### config.mk
export PLATFORM = sky130hd
export DESIGN_NAME = multicycle_controller
export DESIGN_NICKNAME = d
export VERILOG_FILES = /design/src/rtl/multicycle_controller.sv
export SDC_FILE = /design/constraint.sdc
export NUM_CORES = 1
export LEC_CHECK = 0
export ABC_AREA = 1
export BUFFER_PORTS_ARGS = -buffer_cell sky130_fd_sc_hd__buf_2
export CORE_MARGIN = 4
export CORE_UTILIZATION = 40
export DETAILED_ROUTE_END_ITERATION = 12
export PLACE_DENSITY = 0.67
export SETUP_SLACK_MARGIN = 0.2
export SYNTH_ARGS = -nofsm -noshare
export SYNTH_HDL_FRONTEND = slang
export SYNTH_SLANG_ARGS = --single-unit
### constraint.sdc
create_clock -name clk -period 1.9 [get_ports clk]
set_input_delay 0.285 -clock clk [delete_from_list [all_inputs] [get_ports clk]]
set_output_delay 0.285 -clock clk [all_outputs]
set_load 0.005 [all_outputs]
### src/rtl/multicycle_controller.sv
// Control FSM and ALU decoder that sequences a multicycle MIPS datapath.
// Also tracks retired instructions and latches a sticky illegal-opcode flag.
module multicycle_controller #(
  parameter int CNT_W = 32
) (
  input  logic             clk,
  input  logic             reset,
  input  logic [5:0]       op,
  input  logic [5:0]       funct,
  input  logic             zero,
  input  logic             mem_ready,
  output logic             memtoreg,
  output logic             pcsrc,
  output logic             pcen,
  output logic             alusrcA,
  output logic [1:0]       alusrcB,
  output logic             regdst,
  output logic             regwrite,
  output logic             jump,
  output logic             iord,
  output logic             irwrite,
  output logic             memwrite,
  output logic [2:0]       alucontrol,
  output logic [3:0]       state,
  output logic [CNT_W-1:0] instret,
  output logic             illegal
);

  localparam logic [5:0] OP_RTYPE = 6'b000000;
  localparam logic [5:0] OP_LW    = 6'b100011;
  localparam logic [5:0] OP_SW    = 6'b101011;
  localparam logic [5:0] OP_BEQ   = 6'b000100;
  localparam logic [5:0] OP_ADDI  = 6'b001000;
  localparam logic [5:0] OP_J     = 6'b000010;

  typedef enum logic [3:0] {
    S_FETCH   = 4'd0,
    S_DECODE  = 4'd1,
    S_MEMADR  = 4'd2,
    S_MEMRD   = 4'd3,
    S_MEMWB   = 4'd4,
    S_MEMWR   = 4'd5,
    S_RTYPEEX = 4'd6,
    S_RTYPEWB = 4'd7,
    S_BEQEX   = 4'd8,
    S_ADDIEX  = 4'd9,
    S_ADDIWB  = 4'd10,
    S_JEX     = 4'd11
  } state_t;

  state_t     cur, nxt;
  logic [1:0] aluop;
  logic       pcwrite, branch;
  logic       irwrite_raw, regwrite_raw, memwrite_raw;
  logic       retire, bad_op;

  always_ff @(posedge clk or negedge reset) begin
    if (!reset) cur <= S_FETCH;
    else        cur <= nxt;
  end

  always_comb begin
    nxt          = S_FETCH;
    memtoreg     = 1'b0;
    pcsrc        = 1'b0;
    alusrcA      = 1'b0;
    alusrcB      = 2'b00;
    regdst       = 1'b0;
    regwrite_raw = 1'b0;
    jump         = 1'b0;
    iord         = 1'b0;
    irwrite_raw  = 1'b0;
    memwrite_raw = 1'b0;
    pcwrite      = 1'b0;
    branch       = 1'b0;
    aluop        = 2'b00;
    retire       = 1'b0;
    bad_op       = 1'b0;
    case (cur)
      S_FETCH: begin
        alusrcB     = 2'b01;
        irwrite_raw = mem_ready;
        pcwrite     = mem_ready;
        nxt         = mem_ready ? S_DECODE : S_FETCH;
      end
      S_DECODE: begin
        // Branch target is computed here so BEQEX can use it from aluout.
        alusrcB = 2'b11;
        case (op)
          OP_LW, OP_SW: nxt = S_MEMADR;
          OP_RTYPE:     nxt = S_RTYPEEX;
          OP_BEQ:       nxt = S_BEQEX;
          OP_ADDI:      nxt = S_ADDIEX;
          OP_J:         nxt = S_JEX;
          default: begin
            nxt    = S_FETCH;
            bad_op = 1'b1;
          end
        endcase
      end
      S_MEMADR: begin
        alusrcA = 1'b1;
        alusrcB = 2'b10;
        nxt     = (op == OP_LW) ? S_MEMRD : S_MEMWR;
      end
      S_MEMRD: begin
        iord = 1'b1;
        nxt  = mem_ready ? S_MEMWB : S_MEMRD;
      end
      S_MEMWB: begin
        memtoreg     = 1'b1;
        regwrite_raw = 1'b1;
        retire       = 1'b1;
      end
      S_MEMWR: begin
        iord         = 1'b1;
        memwrite_raw = 1'b1;
        retire       = mem_ready;
        nxt          = mem_ready ? S_FETCH : S_MEMWR;
      end
      S_RTYPEEX: begin
        alusrcA = 1'b1;
        aluop   = 2'b10;
        nxt     = S_RTYPEWB;
      end
      S_RTYPEWB: begin
        regdst       = 1'b1;
        regwrite_raw = 1'b1;
        retire       = 1'b1;
      end
      S_BEQEX: begin
        alusrcA = 1'b1;
        aluop   = 2'b01;
        branch  = 1'b1;
        pcsrc   = 1'b1;
        retire  = 1'b1;
      end
      S_ADDIEX: begin
        alusrcA = 1'b1;
        alusrcB = 2'b10;
        nxt     = S_ADDIWB;
      end
      S_ADDIWB: begin
        regwrite_raw = 1'b1;
        retire       = 1'b1;
      end
      S_JEX: begin
        jump    = 1'b1;
        pcwrite = 1'b1;
        retire  = 1'b1;
      end
      default: nxt = S_FETCH;
    endcase
  end

  always_comb begin
    alucontrol = 3'b010;
    case (aluop)
      2'b01: alucontrol = 3'b110;
      2'b10: begin
        case (funct)
          6'b100010: alucontrol = 3'b110;
          6'b100100: alucontrol = 3'b000;
          6'b100101: alucontrol = 3'b001;
          6'b101010: alucontrol = 3'b111;
          default:   alucontrol = 3'b010;
        endcase
      end
      default: alucontrol = 3'b010;
    endcase
  end

  // Strobes are masked by reset so an abandoned instruction writes nothing.
  assign irwrite  = irwrite_raw & reset;
  assign regwrite = regwrite_raw & reset;
  assign memwrite = memwrite_raw & reset;
  assign pcen     = (pcwrite | (branch & zero)) & reset;
  assign state    = cur;

  always_ff @(posedge clk or negedge reset) begin
    if (!reset) begin
      instret <= '0;
      illegal <= 1'b0;
    end else begin
      if (retire) instret <= instret + CNT_W'(1);
      if (bad_op) illegal <= 1'b1;
    end
  end

endmodule
### Yosys cells after proc, flatten, opt, wreduce, memory -nomap -nowiden

Index checks and enable logic that the tools add are counted.

* memory bits (read-only): 0
* memory bits (writable): 0
* logic and storage cells: 64
* bits in latches: 0
* memories kept: 0
* input port bits: 16
* bits in registers: 37

* equality and inequality tests: 22
* add/subtract/negate cells: 1
* bitwise operators: 6
* magnitude comparators: 0
* divide/modulo/power cells: 0
* multiplexer cells: 23
* shifts and indexed selects: 0
* $mul: 0
* reduce and logical (&&, ||, !) cells: 9

Operators by type and width (count)
* equality test 6 bit (second input constant): 6
* adder 32 x 1 -> 32 bit (second input constant): 1
* case mux 4 bit (7 select lines): 1
* case mux 4 bit (5 select lines): 1
* equality test 4 x 3 -> 1 bit (second input constant): 4
* equality test 4 bit (second input constant): 4
* two-way mux 1 bit: 12
* case mux 3 bit (4 select lines): 1
* two-way mux 3 bit: 3
* equality test 4 x 2 -> 1 bit (second input constant): 2
* equality test 6 x 2 -> 1 bit (second input constant): 1
* equality test 6 x 3 -> 1 bit (second input constant): 1
* equality test 6 x 4 -> 1 bit (second input constant): 1
* logical NOT 6 bit: 1
* case mux 2 bit (3 select lines): 1
* case mux 3 bit (2 select lines): 1
* OR reduction 2 bit: 3
* OR reduction 6 bit: 1
* bitwise AND 1 bit: 5
* OR reduction 5 bit: 1
* equality test 4 x 1 -> 1 bit (second input constant): 1
* logical NOT 4 bit: 1
* case mux 1 bit (2 select lines): 2
* case mux 2 bit (2 select lines): 1
* other kinds (5): 5

### Logic depth before layout (Yosys ltp)

Gate-level depths: netlist of the first run.

* word-level depth: 5
* mapped depth: 9
* depth with buffers taken out: 9

### Least setup slack after synthesis of the first run

No wires, ideal clock.

* path kind: register to output
* start point: register cur[0] (netlist: state[0])
* end point: output port alucontrol[0]
* data arrival time: 1293 ps
* buffers on the path: 0
* data required time: 1615 ps
* cell stages (with the launch flop): 8
* path slack: 322 ps
* cells stage by stage: dfrtp_1 -> inv_1 -> nand2_1 -> nor2_1 -> ha_1 -> nand3_1 -> o22a_1 -> nor2_1

* word-level cells in the longest chain between the ends: 4

RTL lines
* start, declared: RTL line 51 `state_t cur, nxt;`
* start signal, assigned: RTL line 59 `else cur <= nxt;`
* equality test 4 bit or equality test 4 x 3 -> 1 bit (tied branches): RTL line 79 `case (cur)`
* case mux 2 bit (2 select lines) *: RTL line 79
* equality test 2 bit or equality test 2 x 1 -> 1 bit (tied branches): RTL line 158 `case (aluop)`
* case mux 3 bit (2 select lines) *: RTL line 158
* end, declared: RTL line 23 `output logic [2:0] alucontrol,`

Every way passes the cells marked *; elsewhere a longest branch is shown, timed or not.

### Final worst setup path of the first run

* start point: register cur[3] (netlist: state[3])
* end point: output port alucontrol[0]

The elaborated chain is that of the path after synthesis.

==> results.cfg, run 1 <==
[status]
status = complete, but fails checks
violations = negative setup slack

[synth]
yosysWarnings = 0
synthMuxAreaShare_pct = 0
yosysTopAreaCell = dfrtp_1
synth_area_leaders = dfrtp_1 38%, nand2_1 21%, nor2_1 9.6%
ys_ff_latch = 37
netlist_area_mm2 = 0.00247
ys_seq_area_share_pct = 37.5
synth-xor-area-share_pct = 6.03
dominantRegCellSynth = dfrtp_1
yosysTopAreaCellShare_pct = 37.5
synth_compound_area_share_pct = 3.60
synth_top_family_by_area = simple AND/OR/NAND/NOR gates
yosys.area_share.simple_pct = 41.9
syn_avg_cell_area_um2 = 6.55
synth.distinct_cells = 25
syn_nets = 396
synth_edf_count = 0
synthAdderAreaFrac_pct = 1.52
async_flop_share_pct = 100
netlist_instances = 377

[worst_setup_path]
cp_slowest_stage_delay_ns = 0.40
cp-end-kind = output port
cp_num_buf_inv = 2
slowest_stage = dfrtp_1
crit_required_ns = 1.62
crit_family = flip-flops
crit_fanout = 4
startpoint_type = flop
arrival_ns = 1.64
path_cells = inv_2 -> nand2_2 -> nor2_4 -> ha_4 -> nand2_1 -> o22a_1 -> nor2_1 -> buf_2
crit_type = reg2out

[sta]
clock_skew_ns = 0.00761
final-setup-viol-count = 1
holdWs_ns = 0.350
relSlewSlack_pct = 69.8
rsz0062_at_grt = yes
fin_ws_ns = -0.0207
finalHoldViolations = 0
finalCritPeriodShare_pct = 101
slew_viol_final = 0
finalCriticalPeriod_ns = 1.92
tightest_slew_ns = 0.453
clock.fmax_mhz = 521

[drt]
dr.pass1.iters = 4
ant_nets = 0
via_count = 2767
drc = 0
drt_iter0_markers = 159
totalWireLength_mm = 7.68
vias_per_cell = 4.99
wl_per_cell_um = 13.8

[die]
core-area_mm2 = 0.00596
ios = 68
die_w_um = 86.6
start_util_pct = 41.4
dieArea_mm2 = 0.00749
die_h_um = 86.6
rows = 28

[global_route]
grt_overflow = 0
grt_pass1_vias = 2491
antenna_found_initial = 0
grt_util_all_layers_pct = 18.5
grt_max_degree = 46
grt_pass1_wl_mm = 11.1

[clocking]
cts_tree = done
cts-buffers-inserted = 5
clock_sinks = 37
htreeDepth = 2
root_buffer = clkbuf_8
clk_pin_slew_ns = 0.07
worst_skew_pair.late_latency_ns = 0.29
cts_buffer_depth = 2

[cells_and_area]
area_growth_pct = 39.5
diodes = 0
drive_gt1_share_pct = 29.2
final_nets = 498

[place]
io_buffers = 67
place_congestion = 0.856
dp.final_hpwl_mm = 4.97

[job]
maxCapViolations = 0

[pwr]
p_leak_nw = 1.82
total_power_mw = 2.23
irDropWorstVdd_v = 0.000368
p_per_area_mw_per_mm2 = 649

[min_path]
min_path_type = in2async
state kept, by name (all words and copies together) (netlist names):
| register | count |
|---|---|
| state | 4 |
| illegal | 1 |
| instret | 32 |
report_power, final:
| group | internal, mW | switching, mW |
|---|---|---|
| Sequential | 0.847 | 0.0743 |
| Combinational | 0.373 | 0.397 |
| Clock | 0.255 | 0.289 |
| Total | 1.47 | 0.760 |
logic make-up (layout without fill, tap and decap cells):
family / Yosys count / count (layout)
fa+ha+maj: 3 / 3
compound gates: 15 / 15
buf+inv: 56 / 159
xor+xnor: 17 / 17
simple gates: 249 / 249
flops: 37 / 37
routing by layer:
| metal | wire [µm] | vias to the layer above | GRT usage, % |
|---|---|---|---|
| li1 | - | 1382 | - |
| met4 | 171 | 0 | 5.95 |
| met1 | 3120 | 1263 | 22.8 |
| met2 | 3770 | 108 | 31.8 |
| met5 | 0 | - | 0 |
| met3 | 613 | 14 | 4.09 |
layout by cell type, fill, tap and decap left out, types with 4 or more instances in the layout:
cell type	netlist	final
nand3_1	23	19
buf_6	3	10
inv_1	51	45
nor3_1	6	5
dfrtp_1	37	34
inv_2	1	5
buf_2	1	67
nand4_1	14	14
xnor2_1	13	13
buf_4	0	15
xor2_1	4	4
o21ai_0	7	4
nand2_1	139	131
nor2_1	63	59
nand2_4	0	5
clkbuf_16	0	4
clkbuf_8	0	5
per-stage QoR:
stage | setup WS [ns] | cell area, µm² | util (%) | setup TNS, ns | std cells
6_report | -0.0207 | 3440 | 57.8 | -0.0207 | 555
5_1_grt | -0.148 | 3440 | 57.8 | -0.445 | 555
4_1_cts | 0.00311 | 3170 | 53.2 | 0 | 540
3_5_place_dp | 0.112 | 2910 | 48.8 | 0 | 520
3_3_place_gp | 0.181 | 2910 | 48.8 | 0 | 520
2_1_floorplan | 0.322 | 2470 | - | 0 | 377
Yosys cell counts, types with 2 or more instances:
| library cell | n |
|---|---|
| dfrtp_1 | 37 |
| nand4_1 | 14 |
| nand2_1 | 139 |
| nor3_1 | 6 |
| nand3_1 | 23 |
| buf_6 | 3 |
| o21ai_0 | 7 |
| a21oi_1 | 2 |
| xor2_1 | 4 |
| ha_1 | 3 |
| nor2_1 | 63 |
| inv_1 | 51 |
| xnor2_1 | 13 |
repair_timing:
action / CTS / global route
hold buffers: 1 / 0
setup buffers: 11 / 8
pin swaps: 7 / 10
gates resized for setup: 29 / 25
setup endpoints to repair: 6 / 44
hold endpoints to repair: 2 / 0
gates cloned: 0 / 7
final cells by class:
class / instances / area (µm²)
sequential: 37 / 930
inverter: 52 / 203
clock inverter: 2 / 10.0
clock buffer: 6 / 72.6
multi-input combinational: 284 / 1430
fill: 574 / 2510
tap: 75 / 93.8
timing repair buffer: 99 / 706
worst paths after layout:
path	startpoint	end	depth (start not counted)	slack (ns)
setup / recovery	state[3]	alucontrol[0]	8	-0.02
hold / removal	reset	state[3]	2	0.35
setup reg to reg	state[3]	instret[19]	12	0.06
hold reg to reg	illegal	illegal	1	0.47
max in group asynchronous	reset	state[1]	3	0.86
min in group clk	op[3]	state[2]	4	0.35
Note: power is estimated with default switching activity, not from simulation.
==> run 2, diff against run 1 <==
Settings changed: PLACE_DENSITY 0.67 to 0.69.
Clock period 1.9 ns to 1.7 ns, I/O delays scaled along.
==> results.cfg, run 2 (synthesis results as in run 1) <==
[status]
status = complete, but fails checks
violations = negative setup slack

[global_route]
grt_util_all_layers_pct = 22.2
grt_max_degree = 33
antenna_found_initial = 0
grt_overflow = 0
grt_pass1_vias = 2945
grt_pass1_wl_mm = 13.4

[min_path]
min_path_type = in2async

[drt]
dr.pass1.iters = 4
wl_per_cell_um = 14.9
vias_per_cell = 5.20
ant_nets = 0
via_count = 2949
drc = 0
totalWireLength_mm = 8.44
drt_iter0_markers = 169

[worst_setup_path]
r2r.worst_path.cells = 14
cp_num_buf_inv = 8
cp-end-kind = flop
arrival_ns = 2.12
slowest_stage = dfrtp_1
rr_endpoint = instret[19]
crit_type = reg2reg
crit_required_ns = 1.89
crit_family = buffers and inverters
path_common_cell = buf_6
crit_end = instret[19]
r2r_slack_ns = -0.23
cp_slowest_stage_delay_ns = 0.41
startpoint_type = flop
path_depth = 14
crit_fanout = 7
path_cells = inv_2 -> nand2_4 -> buf_6 -> buf_6 -> buf_6 -> inv_8 -> o21ai_4 -> buf_6 -> nand3_4 -> buf_6 -> buf_16 -> nand3_4 -> nand2_2 -> nand2_2
startpoint = state[3]
rr_startpoint = state[3]

[pwr]
p_seq_share_pct = 38.3
switching_share_pct = 34.8
p_switching_mw = 0.921
p_comb_share_pct = 38.6
irDropWorstVdd_v = 0.000529
intPower_mw = 1.72
p_per_area_mw_per_mm2 = 688
p_leak_nw = 2.15
clkPwrFrac_pct = 23.0

[cells_and_area]
diodes = 0
largest_reg_flops = 32
final_cell_area_mm2 = 0.00384
drive_gt1_share_pct = 39.0
layout_commonest_cell = nand2_1
final_cell_mix = 111 x nand2_1, 67 x buf_2, 53 x nor2_1
largest_register = instret
area_growth_pct = 55.6
fin_cells = 567
final_nets = 510

[clocking]
cts_buffer_depth = 2
cts-buffers-inserted = 5
root_buffer = clkbuf_8
clock_sinks = 37
cts_tree = done
clk_pin_slew_ns = 0.07
htreeDepth = 2
worst_skew_pair.late_latency_ns = 0.29

[sta]
slew_viol_final = 0
finalCritPeriodShare_pct = 114
clock.fmax_mhz = 517
relSlewSlack_pct = 60.5
finalSetupTns_ns = -6.47
holdWs_ns = 0.0897
clock_skew_ns = 0.00504
tightest_slew_ns = 0.590
finalHoldViolations = 0
fin_ws_ns = -0.233
rsz0062_at_grt = yes
final-setup-viol-count = 44
finalCriticalPeriod_ns = 1.93

[die]
dieArea_mm2 = 0.00749
die_h_um = 86.6
start_util_pct = 41.4
core-area_mm2 = 0.00596
ios = 68
rows = 28
die_w_um = 86.6

[place]
dp.final_hpwl_mm = 5.08
place_congestion = 0.895
dpl_cell_area_mm2 = 0.00296
place_inst = 525
io_buffers = 67
dp_slack_ns = 0.0192

[job]
maxCapViolations = 0
[run 2: cell count changes in the layout (fill, tap and decap cells not counted), sizes merged]
cell	previous run	this run
buf	94	110
clkbuf	10	8
clkinv	2	0
[run 2: cell type report]
type                       instances  area, µm²
clock buffer                       8       80.1
fill                             478       2110
inverter                          52        210
multi-input combinational        284       1700
sequential                        37        930
tap                               75       93.8
timing repair buffer             111        823
[run 2: timing repair]
action / CTS / global route
resized for setup: 80 / 43
setup endpoints to repair: 40 / 51
cloned: 4 / 0
hold buffers: 1 / 0
hold endpoints to repair: 5 / 0
pin swaps: 20 / 25
buffers inserted: 18 / 11
[run 2: how the worst min path moves through the flow]
stage | start | to | slack, ns | cells after the start
2_1_floorplan | reset | illegal | -0.04 | 0
3_3_place_gp | reset | state[3] | 0.11 | 1
3_5_place_dp | reset | state[3] | 0.11 | 1
4_1_cts | reset | instret[19] | 0.1 | 2
5_1_grt | reset | instret[17] | 0.14 | 2
6_report | reset | instret[1] | 0.09 | 2
[run 2: power groups by stage]
stage                     combinational [mW]  clock (mW)  sequential [mW]
after floorplan                        0.284           0             1.04
after global placement                 0.574           0             1.02
after detailed placement               0.580           0             1.02
after CTS                              0.896       0.612             1.00
after global routing                    1.09       0.656             1.02
final                                   1.02       0.609             1.01
[run 2: layer usage]
layer	up-vias	global-route usage [%]	wire [µm]
met2	109	40.3	4390
met3	32	4.18	442
li1	1409	-	-
met5	-	0	0
met4	0	9.49	333
met1	1399	25.1	3270
[run 2: through the flow]
step / power [mW] / utilization [%]
6_report: 2.64 / 64.5
5_1_grt: 2.77 / 64.5
4_1_cts: 2.51 / 60.2
3_5_place_dp: 1.60 / 49.7
3_3_place_gp: 1.59 / 49.7
2_1_floorplan: 1.32 / -
==> run 3, diff against run 2 <==
Settings changed: CORE_MARGIN 4 to unset.
==> results.cfg, run 3 (synthesis results as in run 1) <==
[status]
status = complete, but fails checks
violations = negative setup slack

[cells_and_area]
final_cell_mix = 108 x nand2_1, 67 x buf_2, 49 x nor2_1
final_nets = 500
layout_commonest_cell = nand2_1
fillCellCount = 486
largest_reg_flops = 32
largest_register = instret
diodes = 0
drive_gt1_share_pct = 41.1
area_growth_pct = 55.9

[sta]
slew_viol_final = 0
rsz0062_at_grt = yes
clock_skew_ns = 0.00708
tightest_slew_ns = 0.462
finalCritPeriodShare_pct = 116
final-setup-viol-count = 42
clock.fmax_mhz = 507
fin_ws_ns = -0.271
relSlewSlack_pct = 69.2
finalCriticalPeriod_ns = 1.97
finalHoldViolations = 0
finalSetupTns_ns = -2.81

[clocking]
cts_tree = done
root_buffer = clkbuf_8
cts_buffer_depth = 2
htreeDepth = 2
worst_skew_pair.late_latency_ns = 0.31
cts-buffers-inserted = 5
clock_sinks = 37
clk_pin_slew_ns = 0.08

[global_route]
antenna_found_initial = 0
grt_use_met2_pct = 37.2
busiest_layer = met2
grtUsageMet3_pct = 4.77
grt_max_degree = 36
grt_pass1_vias = 2546
grt_util_all_layers_pct = 22.3
grt_overflow = 0
grt_pass1_wl_mm = 11.3
grt_use_met1_pct = 27.9

[drt]
vias_per_cell = 5.25
totalWireLength_mm = 8.25
drc = 0
ant_nets = 0
wl_per_cell_um = 14.8
drt_iter0_markers = 285
via_count = 2927
dr.pass1.iters = 5

[worst_setup_path]
r2r_slack_ns = -0.08
rr_startpoint = state[1]
cp_slowest_stage_delay_ns = 0.50
r2r.worst_path.cells = 7
rr_endpoint = instret[0]
path_common_cell = inv_2
path_cells = nor2_4 -> nand2_4 -> inv_2 -> ha_1 -> inv_1 -> nand2_1 -> inv_2 -> nor2_1 -> buf_2
crit_fanout = 6
crit_type = reg2out
arrival_ns = 1.72
startpoint = state[2]
crit_required_ns = 1.44
startpoint_type = flop
cp-end-kind = output port
slowest_stage = dfrtp_2

[die]
rows = 28
core-area_mm2 = 0.00592
die_h_um = 80.6
start_util_pct = 41.7
die_w_um = 80.6
dieArea_mm2 = 0.00649
ios = 68

[place]
place_congestion = 0.945
io_buffers = 67
dp.final_hpwl_mm = 4.86

[pwr]
p_per_area_mw_per_mm2 = 764
total_power_mw = 2.94
irDropWorstVdd_v = 0.000492
p_leak_nw = 2.16

[job]
maxCapViolations = 0

[min_path]
min_path_type = in2async
## run 3: routing by layer
metal | vias up | wire (µm)
met3 | 26 | 587
li1 | 1381 | -
met5 | - | 0
met1 | 1386 | 3240
met4 | 0 | 277
met2 | 134 | 4140
## run 3: how the worst max path moves through the flow
stage	to	slack [ns]	depth (start not counted)
finish	alucontrol[2]	-0.27	9
global route	alucontrol[2]	-0.31	9
CTS	alucontrol[0]	-0.15	8
detailed placement	alucontrol[1]	0.04	6
global placement	alucontrol[0]	0.07	8
floorplan	alucontrol[0]	0.19	7
## run 3: repair_timing
action / CTS / global route
endpoints found under the hold margin: 2 / 0
resized for setup: 23 / 107
pin swaps: 5 / 29
setup buffers: 9 / 10
gates cloned: 0 / 5
setup endpoints to repair: 38 / 51
hold buffers: 1 / 0
## run 3: worst max-delay path, delay by kind of cell (launching register included)
| kind | cells | cell delay (ns) |
|---|---|---|
| flip-flops | 1 | 0.50 |
| buffers and inverters | 4 | 0.28 |
| adder cells (fa/ha/maj) | 1 | 0.14 |
| AND/OR/NAND/NOR | 4 | 0.47 |
## run 3: report_power, final
| part | total (mW) | switching [mW] | internal [mW] |
|---|---|---|---|
| registers | 1.03 | 0.0840 | 0.943 |
| clock network | 0.950 | 0.367 | 0.584 |
| logic | 0.963 | 0.520 | 0.443 |
## run 3: stage by stage
stage / std cells / area, µm² / worst slack (ns) / hold WS [ns] / util [%]
2_1_floorplan: 377 / 2470 / 0.189 / -0.0406 / -
3_3_place_gp: 524 / 2940 / 0.0651 / 0.0863 / 49.7
3_5_place_dp: 524 / 2940 / 0.0367 / 0.0858 / 49.7
4_1_cts: 542 / 3230 / -0.147 / 0.0845 / 54.5
5_1_grt: 557 / 3850 / -0.308 / 0.115 / 65.0
6_report: 557 / 3850 / -0.271 / 0.0686 / 65.0
## run 3: layout make-up
| cell class | instances | area, µm² | share of cell area, % |
|---|---|---|---|
| clock buffers | 5 | 68.8 | 1.79 |
| clock inverters | 3 | 65.1 | 1.69 |
| inverters | 52 | 215 | 5.59 |
| multi-input cells | 284 | 1750 | 45.5 |
| flip-flops and latches | 37 | 930 | 24.2 |
| well taps | 75 | 93.8 | 2.44 |
| repair buffers | 101 | 723 | 18.8 |
